`config.mk`:
```
export PLATFORM = sky130hd
export DESIGN_NAME = dmem_lsu
export DESIGN_NICKNAME = d
export VERILOG_FILES = /design/src/rtl/dmem_lsu_pkg.sv /design/src/rtl/dmem_lane_align.sv /design/src/rtl/dmem_lsu.sv
export SDC_FILE = /design/constraint.sdc
export NUM_CORES = 1
export LEC_CHECK = 0
export BUFFER_PORTS_ARGS = -buffer_cell sky130_fd_sc_hd__buf_4
export CAP_MARGIN = 20
export CORE_ASPECT_RATIO = 0.8
export CORE_MARGIN = 1
export CORE_UTILIZATION = 49
export CTS_BUF_LIST = sky130_fd_sc_hd__clkbuf_8
export DETAILED_ROUTE_END_ITERATION = 16
export PLACE_DENSITY = 0.8
export REMOVE_ABC_BUFFERS = 1
export SETUP_SLACK_MARGIN = 0.1
export SLEW_MARGIN = 20
export SYNTH_ARGS = -nofsm -noshare
export SYNTH_HDL_FRONTEND = slang
export SYNTH_SLANG_ARGS = --single-unit
```
`constraint.sdc`:
```
create_clock -name i_clk -period 2.1 [get_ports i_clk]
set_input_delay 0.42 -clock i_clk [delete_from_list [all_inputs] [get_ports i_clk]]
set_output_delay 0.42 -clock i_clk [all_outputs]
set_load 0.005 [all_outputs]
```
`src/rtl/dmem_lsu_pkg.sv`:
```
// Shared types, funct3 codes and helpers for the data-memory load/store unit.
package dmem_lsu_pkg;

    localparam int unsigned ADDR_WIDTH_DEF = 16;
    localparam int unsigned XLEN           = 32;
    localparam int unsigned LANES          = 4;

    // RISC-V load/store size encodings
    localparam logic [2:0] F3_B  = 3'b000;
    localparam logic [2:0] F3_H  = 3'b001;
    localparam logic [2:0] F3_W  = 3'b010;
    localparam logic [2:0] F3_BU = 3'b100;
    localparam logic [2:0] F3_HU = 3'b101;

    typedef enum logic [1:0] {
        ST_IDLE       = 2'd0,
        ST_RESP       = 2'd1,
        ST_SPLIT2     = 2'd2,
        ST_SPLIT_RESP = 2'd3
    } state_t;

    // Second-word (B side) memory cycle of a split access
    typedef struct packed {
        logic [XLEN-1:0]  addr;
        logic [LANES-1:0] we;
        logic [XLEN-1:0]  wdata;
    } mem_req_t;

    // Lane enable pattern for an access at offset 0
    function automatic logic [3:0] size_mask(input logic [2:0] f3);
        logic [3:0] m;
        case (f3)
            F3_B, F3_BU: m = 4'b0001;
            F3_H, F3_HU: m = 4'b0011;
            F3_W:        m = 4'b1111;
            default:     m = 4'b0000;
        endcase
        return m;
    endfunction

    // Reserved encodings, and unsigned variants that have no store form
    function automatic logic is_illegal(input logic we, input logic [2:0] f3);
        return (f3 == 3'b011) || (f3 == 3'b110) || (f3 == 3'b111) || (we && f3[2]);
    endfunction

endpackage

```
`src/rtl/dmem_lane_align.sv`:
```
// Byte-lane alignment: store enable/data shift-up and load shift-down plus extension.
module dmem_lane_align
    import dmem_lsu_pkg::*;
(
    input  logic [2:0]  i_funct3,
    input  logic [1:0]  i_off,
    input  logic [63:0] i_data,
    output logic [7:0]  o_mask,
    output logic [63:0] o_sdata,
    output logic [31:0] o_ldata
);

    logic [4:0]  w_sh;
    logic [31:0] w_r32;

    assign w_sh    = {i_off, 3'b000};
    assign o_mask  = {4'b0000, size_mask(i_funct3)} << i_off;
    assign o_sdata = {32'h0, i_data[31:0]} << w_sh;
    assign w_r32   = 32'(i_data >> w_sh);

    // Extract the addressed bytes and sign/zero-extend to 32 bits
    always_comb begin
        o_ldata = w_r32;
        case (i_funct3)
            F3_B:    o_ldata = {{24{w_r32[7]}}, w_r32[7:0]};
            F3_BU:   o_ldata = {24'h0, w_r32[7:0]};
            F3_H:    o_ldata = {{16{w_r32[15]}}, w_r32[15:0]};
            F3_HU:   o_ldata = {16'h0, w_r32[15:0]};
            default: o_ldata = w_r32;
        endcase
    end

endmodule

```
`src/rtl/dmem_lsu.sv`:
```
// Load/store unit: aligns stores to four byte-lane banks, formats loads and
// splits word-crossing accesses into two aligned memory cycles.
module dmem_lsu
    import dmem_lsu_pkg::*;
#(
    parameter int unsigned ADDR_WIDTH = ADDR_WIDTH_DEF
)
(
    input  logic        i_clk,
    input  logic        i_rst_n,
    input  logic        i_req_valid,
    output logic        o_req_ready,
    input  logic        i_req_we,
    input  logic [2:0]  i_req_funct3,
    input  logic [31:0] i_req_addr,
    input  logic [31:0] i_req_wdata,
    output logic        o_resp_valid,
    output logic        o_resp_err,
    output logic [31:0] o_resp_rdata,
    output logic [31:0] o_mem_addr,
    output logic [3:0]  o_mem_we,
    output logic [31:0] o_mem_wdata,
    input  logic [31:0] i_mem_rdata
);

    // Address bits the banks decode; B-word increment wraps inside this field
    localparam logic [31:0] AMASK = (ADDR_WIDTH >= 32) ? 32'hFFFF_FFFF
                                  : 32'((64'd1 << ADDR_WIDTH) - 64'd1);

    state_t      r_state;
    logic        r_resp_valid;
    logic        r_resp_err;
    logic [2:0]  r_funct3;
    logic [1:0]  r_off;
    logic        r_is_load;
    mem_req_t    r_b;
    logic [31:0] r_hold;

    logic        w_accept;
    logic        w_illegal;
    logic        w_split;
    logic [31:0] w_a_addr;
    logic [31:0] w_b_addr;
    logic [7:0]  w_st_mask;
    logic [63:0] w_st_sdata;
    logic [31:0] w_st_ldata;
    logic [63:0] w_ld_in;
    logic [7:0]  w_ld_mask;
    logic [63:0] w_ld_sdata;
    logic [31:0] w_ld_data;
    logic        w_unused;

    assign o_req_ready = (r_state != ST_SPLIT2);
    assign w_accept    = i_req_valid && o_req_ready;
    assign w_illegal   = is_illegal(i_req_we, i_req_funct3);
    assign w_split     = (|w_st_mask[7:4]) && !w_illegal;
    assign w_a_addr    = {i_req_addr[31:2], 2'b00};
    assign w_b_addr    = (w_a_addr & ~AMASK) | ((w_a_addr + 32'd4) & AMASK);

    // Split loads combine the held A word with the B word now on the bus
    assign w_ld_in = (r_state == ST_SPLIT_RESP) ? {i_mem_rdata, r_hold}
                                                : {32'h0, i_mem_rdata};

    // Store direction: request offset/size drive lane enables and data
    dmem_lane_align u_st_align (
        .i_funct3 (i_req_funct3),
        .i_off    (i_req_addr[1:0]),
        .i_data   ({32'h0, i_req_wdata}),
        .o_mask   (w_st_mask),
        .o_sdata  (w_st_sdata),
        .o_ldata  (w_st_ldata)
    );

    // Load direction: registered offset/size format the returning lanes
    dmem_lane_align u_ld_align (
        .i_funct3 (r_funct3),
        .i_off    (r_off),
        .i_data   (w_ld_in),
        .o_mask   (w_ld_mask),
        .o_sdata  (w_ld_sdata),
        .o_ldata  (w_ld_data)
    );

    // Each direction only needs half of the aligner's outputs
    assign w_unused = ^{w_st_ldata, w_ld_mask, w_ld_sdata};

    assign o_resp_valid = r_resp_valid;
    assign o_resp_err   = r_resp_err;
    assign o_resp_rdata = (r_resp_valid && !r_resp_err) ? w_ld_data : 32'h0;

    // Memory port: B-side registers in SPLIT2, otherwise the incoming request
    always_comb begin
        o_mem_addr  = w_a_addr;
        o_mem_we    = 4'b0000;
        o_mem_wdata = w_st_sdata[31:0];
        if (r_state == ST_SPLIT2) begin
            o_mem_addr  = r_b.addr;
            o_mem_we    = r_b.we;
            o_mem_wdata = r_b.wdata;
        end else if (w_accept && i_req_we && !w_illegal) begin
            o_mem_we    = w_st_mask[3:0];
        end
    end

    // Access sequencing FSM with request, B-side and hold registers
    always_ff @(posedge i_clk or negedge i_rst_n) begin
        if (!i_rst_n) begin
            r_state      <= ST_IDLE;
            r_resp_valid <= 1'b0;
            r_resp_err   <= 1'b0;
            r_funct3     <= 3'b000;
            r_off        <= 2'b00;
            r_is_load    <= 1'b0;
            r_b          <= '0;
            r_hold       <= 32'h0;
        end else begin
            r_resp_valid <= 1'b0;
            r_resp_err   <= 1'b0;
            case (r_state)
                ST_SPLIT2: begin
                    r_hold <= i_mem_rdata;
                    if (r_is_load) begin
                        r_state      <= ST_SPLIT_RESP;
                        r_resp_valid <= 1'b1;
                    end else begin
                        r_state <= ST_IDLE;
                    end
                end
                default: begin
                    r_state <= ST_IDLE;
                    if (w_accept) begin
                        r_funct3  <= i_req_funct3;
                        r_off     <= i_req_addr[1:0];
                        r_is_load <= !i_req_we;
                        if (w_illegal) begin
                            r_state      <= ST_RESP;
                            r_resp_valid <= 1'b1;
                            r_resp_err   <= 1'b1;
                        end else if (w_split) begin
                            r_state     <= ST_SPLIT2;
                            r_b.addr    <= w_b_addr;
                            r_b.we      <= i_req_we ? w_st_mask[7:4] : 4'b0000;
                            r_b.wdata   <= w_st_sdata[63:32];
                        end else if (!i_req_we) begin
                            r_state      <= ST_RESP;
                            r_resp_valid <= 1'b1;
                        end
                    end
                end
            endcase
        end
    end

endmodule
```
## Yosys cells after proc, flatten, opt, wreduce, memory -nomap -nowiden

Cells that the tools add are included.

| word-level totals | value |
|---|---|
| register bits | 110 |
| input port bits | 103 |
| output and inout bits | 103 |
| logic and storage cells | 73 |

| cells by class | value |
|---|---|
| add/subtract/negate cells | 1 |
| eq/ne operators | 13 |
| shift operators | 3 |
| multiplexer cells | 24 |
| bitwise operators | 3 |
| reductions and logical operators | 19 |

Operators by type and width:

| kind | count |
|---|---|
| $pmux W32 S4 | 1 |
| $mux W32 | 3 |
| $mux W64 | 1 |
| $shl A32 B5 Y64 | 1 |
| $shr A64 B5 Y32 | 1 |
| $or A32 B16 Y32 | 1 |
| $eq A3 B3 Y1 const B | 6 |
| $add A16 B3 Y16 const B | 1 |
| $mux W4 | 3 |
| $pmux W4 S3 | 1 |
| $mux W1 | 10 |
| $mux W2 | 5 |
| $shl A4 B2 Y8 | 1 |
| $eq A3 B1 Y1 const B | 2 |
| $eq A3 B2 Y1 const B | 2 |
| $logic_and A1 B1 Y1 | 6 |
| $logic_not A3 Y1 | 2 |
| $eq A2 B2 Y1 const B | 2 |
| $reduce_and A4 Y1 | 1 |
| $reduce_or A2 Y1 | 2 |
| $reduce_or A4 Y1 | 1 |
| $logic_not A1 Y1 | 3 |
| $logic_or A1 B1 Y1 | 3 |
| $ne A2 B2 Y1 const B | 1 |
| 2 further kinds | 3 |

## Longest topological paths before layout

| logic depth | value |
|---|---|
| depth after elaboration | 10 |
| mapped depth | 7 |
| mapped depth without buffers | 5 |

## Modules after synthesis

Synthesis repeated with hierarchy kept, for this count alone.

| second synthesis, totals | value |
|---|---|
| cells, all modules | 1,234 |
| area, all modules | 9,894.5 um2 |

By module, submodules not included:

| module | instances | cells each | area an instance (um2) | sequential area each (um2) |
|---|---|---|---|---|
| dmem_lsu | 1 | 662 | 5,898.2 | 2,677.6 |
| dmem_lane_align | 2 | 286 | 1,998.2 | 0.0 |

## Worst setup path before layout

Ideal clock, no wire load.

| timing path | value |
|---|---|
| path kind | register -> output |
| start point | register r_off[1] |
| end point | output o_resp_rdata[21] |
| data arrival time | 1.772 ns |
| data required time | 1.680 ns |
| path slack | -0.092 ns |
| cell stages (with the launch flop) | 7 |
| buffers on the path | 2 |
| cell sequence | dfrtp_1 -> buf_4 -> mux2i_1 -> mux4_2 -> o32a_1 -> buf_2 -> a21oi_1 |

| between the ends | value |
|---|---|
| cells in the longest elaborated chain, start to end | 3 |

RTL lines:

| item | RTL line | source |
|---|---|---|
| start: declaration | dmem_lsu.sv:34 | `logic [1:0] r_off;` |
| start signal: assignment | dmem_lsu.sv:133 | `r_off <= i_req_addr[1:0];` |
| $shr A64 B5 Y32 | dmem_lane_align.sv:19 | `assign w_r32 = 32'(i_data >> w_sh);` |
| $pmux W32 S4 | dmem_lane_align.sv:24 | `case (i_funct3)` |
| $mux W32 | dmem_lsu.sv:89 | `assign o_resp_rdata = (r_resp_valid && !r_resp_err) ? w_ld_data : 32'h0;` |
| end: declaration | dmem_lsu.sv:19 | `output logic [31:0] o_resp_rdata,` |

No other way between the ends.

## Final worst setup path

| timing path | value |
|---|---|
| start point | register r_off[1] |
| end point | output o_resp_rdata[30] |

The elaborated chain is that of the path after synthesis.

==> run metrics <==
Synth Instances=between 700 and 800; period utilisation layout=133%; GP Congestion=between 0.8 and 0.9; Reg area=2480 um^2; Post-synth EDFFs=0; Remaining Overflow, GRT=0; Tmin final=roughly 2.8 ns; Die Area=roughly 14,000 um^2; pre-CTS setup slack=-0.275 ns; Yosys cell types=48; YS warnings=0; CTS Buf Count=9; Initial Util=around half; FFs w/ async S/R, synth=100%; largest net degree at the start of global routing=46; Total GRT Usage=between 30% and 40%; fmax=about 360 MHz; share of cells above drive strength 1=between 50% and 60%; vias per std cell=slightly above 6; ys flop type=dfrtp_1; RSZ-0062 raised after global routing=true; latest clock arrival within the worst-skew pair=about 0.40 ns; Remaining DRCs=0; Port-buffer cells=203; Crit path required time=about 1.7 ns; drt pass-1 iters=5; sequential share of the synthesized area=between 30% and 40%; Setup TNS=-48.67 ns; clk_skew=0.00989 ns; antenna fix cells=0; Final nets=between 1k and 1.5k; remaining antenna violation count after routing=0; area delta synth->final=66.1%; Mapped Area=about 7000 um^2; Worst VDD drop=between 0.5 and 0.6 mV; failing checks=setup timing; most frequent cells in the layout=buf_4 (204), nand2_1 (146), dfrtp_1 (97); initial detailed-routing violation count=just over 700; vias in the first global route=between 7k and 8k; initial antenna violation count=0; setup ws final=-0.691 ns; PwrDens=634 nW/um^2; Die Span X=134 um; Hold Path Class=primary input to flip-flop; final hold vios=0; root buf cell=clkbuf_8; H-tree Lvls=3; clock sink count=between 90 and 100; core region area=13,600 um^2; Util after Layout=83.8%; CTS tree=built; Clock Path Buffers=2; status=finished with violations; fill count=between 700 and 800; CP arrival=about 2.4 ns; Hold WS=approximately 0.24 ns; row count=38; Post-DP HPWL=between 10,000 and 15,000 um; WL/cell=between 20 and 25 um; final setup violation count=~160; Worst Setup Start Kind=flip-flop; flops & latches, synth=slightly below 100; syn_area_per_cell=roughly 8.8 um^2; routed via count=slightly below 8k; LEAKAGE=approximately 5.5 nW; first-pass GRT wire length=a little under 40,000 um; I/O pins=just over 200; Worst Path Max Fanout=5; Worst setup EP type=output port; Max-cap violations=0; WL final=about 28,000 um; Crit Path Category=flip-flop to output port; Multi-input gate area=between 5000 and 6000 um^2; worst relative slew slack=between 40% and 50%; Die Height=108 um; commonest non-fill, non-tap cell in the layout=buf_4; clock-pin slew on the worst setup and hold paths=0.10 ns; actual slew at the worst max-slew pin=roughly 0.79 ns; max-slew violation count=0
## through the flow
stage | instance area, um^2 | std cells | total power [mW]
floorplan | 6590 | 724 | 3.98
global placement | 8860 | 1160 | 4.87
detailed placement | 8860 | 1160 | 4.97
CTS | 10500 | 1234 | 6.74
global route | 11400 | 1244 | 7.55
finish | 11400 | 1244 | 7.23
## critical path, cell delays in order, from the launching register on
cell and delay (ns):
dfrtp_2 0.47, mux2i_1 0.14, mux4_2 0.52, o32a_4 0.44
buf_12 0.17, a21oi_2 0.12, buf_4 0.12
## layout make-up
type,instances,area share [%]
multi-input combinational,607,44.6
timing repair buffer,324,29.0
sequential,99,21.8
tap,180,1.98
clock buffer,9,1.09
clock inverter,7,0.879
inverter,18,0.703
## state kept, by name (all words and copies together), names as in the netlist
name / cells
r_state: 2
o_resp_err: 1
r_funct3: 3
r_hold: 32
r_is_load: 1
r_b: 57
r_off: 2
o_resp_valid: 1
## kinds of logic (layout without fill, tap and decap cells)
kind of cell    after synthesis  count (layout)  synth area share (%)
buf+inv                      77             358                  4.94
simple gates                305             305                  18.3
mux                         148             148                  27.0
xor+xnor                     12              12                  1.53
compound gates              139             139                  11.8
flops                        99              99                  36.1
other cells                   1               2                0.0547
fa+ha+maj                     1               1                 0.182
## power breakdown
group	leakage [nW]	switching [mW]	internal (mW)	total, mW
clock	0.102	0.756	0.677	1.43
combinational	4.21	1.28	1.54	2.83
sequential	1.22	0.476	2.49	2.97
## cells in the mapped netlist (all sizes together), types with 3 or more instances
cell type	n	share of area, %
or3	3	0.27
nand3	7	0.51
a22o	9	1.1
mux4	24	7.9
xnor2	4	0.51
mux2i	68	9.9
clkbuf	34	1.9
inv	18	0.99
nand2b	9	0.82
nor2	33	1.8
o21ai	44	3.3
a211oi	8	1.1
and3	8	0.73
o22ai	7	0.64
buf	25	2.1
nand2	226	12
nor3	9	0.66
xor2	8	1.0
a21oi	59	4.3
mux2	56	9.2
dfrtp	99	36
## timing repair
| action | CTS | global route |
|---|---|---|
| endpoints found under the hold margin | 24 | 0 |
| hold buffers | 1 | 0 |
| cloned | 17 | 3 |
| resized for setup | 186 | 236 |
| buffers inserted | 40 | 28 |
| setup endpoints to repair | 128 | 194 |
| pin swaps | 48 | 65 |
## per-layer routing
layer	global-route usage, %	vias to the layer above	routed length, um
met1	45.1	3805	10900
met2	57.3	528	13700
li1	-	3281	-
met5	0	-	0
met4	12.9	0	1070
met3	9.79	97	2840
## path summary, 6_finish.rpt
kind / to / slack, ns / start / cells after the start
max reg2reg: r_b[60] / -0.29 / r_state[0] / 14
max in group asynchronous: r_off[1] / 1.00 / i_rst_n / 3
min in group asynchronous: r_hold[25] / 0.49 / i_rst_n / 2
max: o_resp_rdata[30] / -0.69 / r_off[1] / 6
min: r_hold[25] / 0.24 / i_mem_rdata[25] / 3
min reg2reg: r_hold[4] / 0.50 / r_hold[4] / 2
Note: power is estimated with default switching activity, not from simulation.
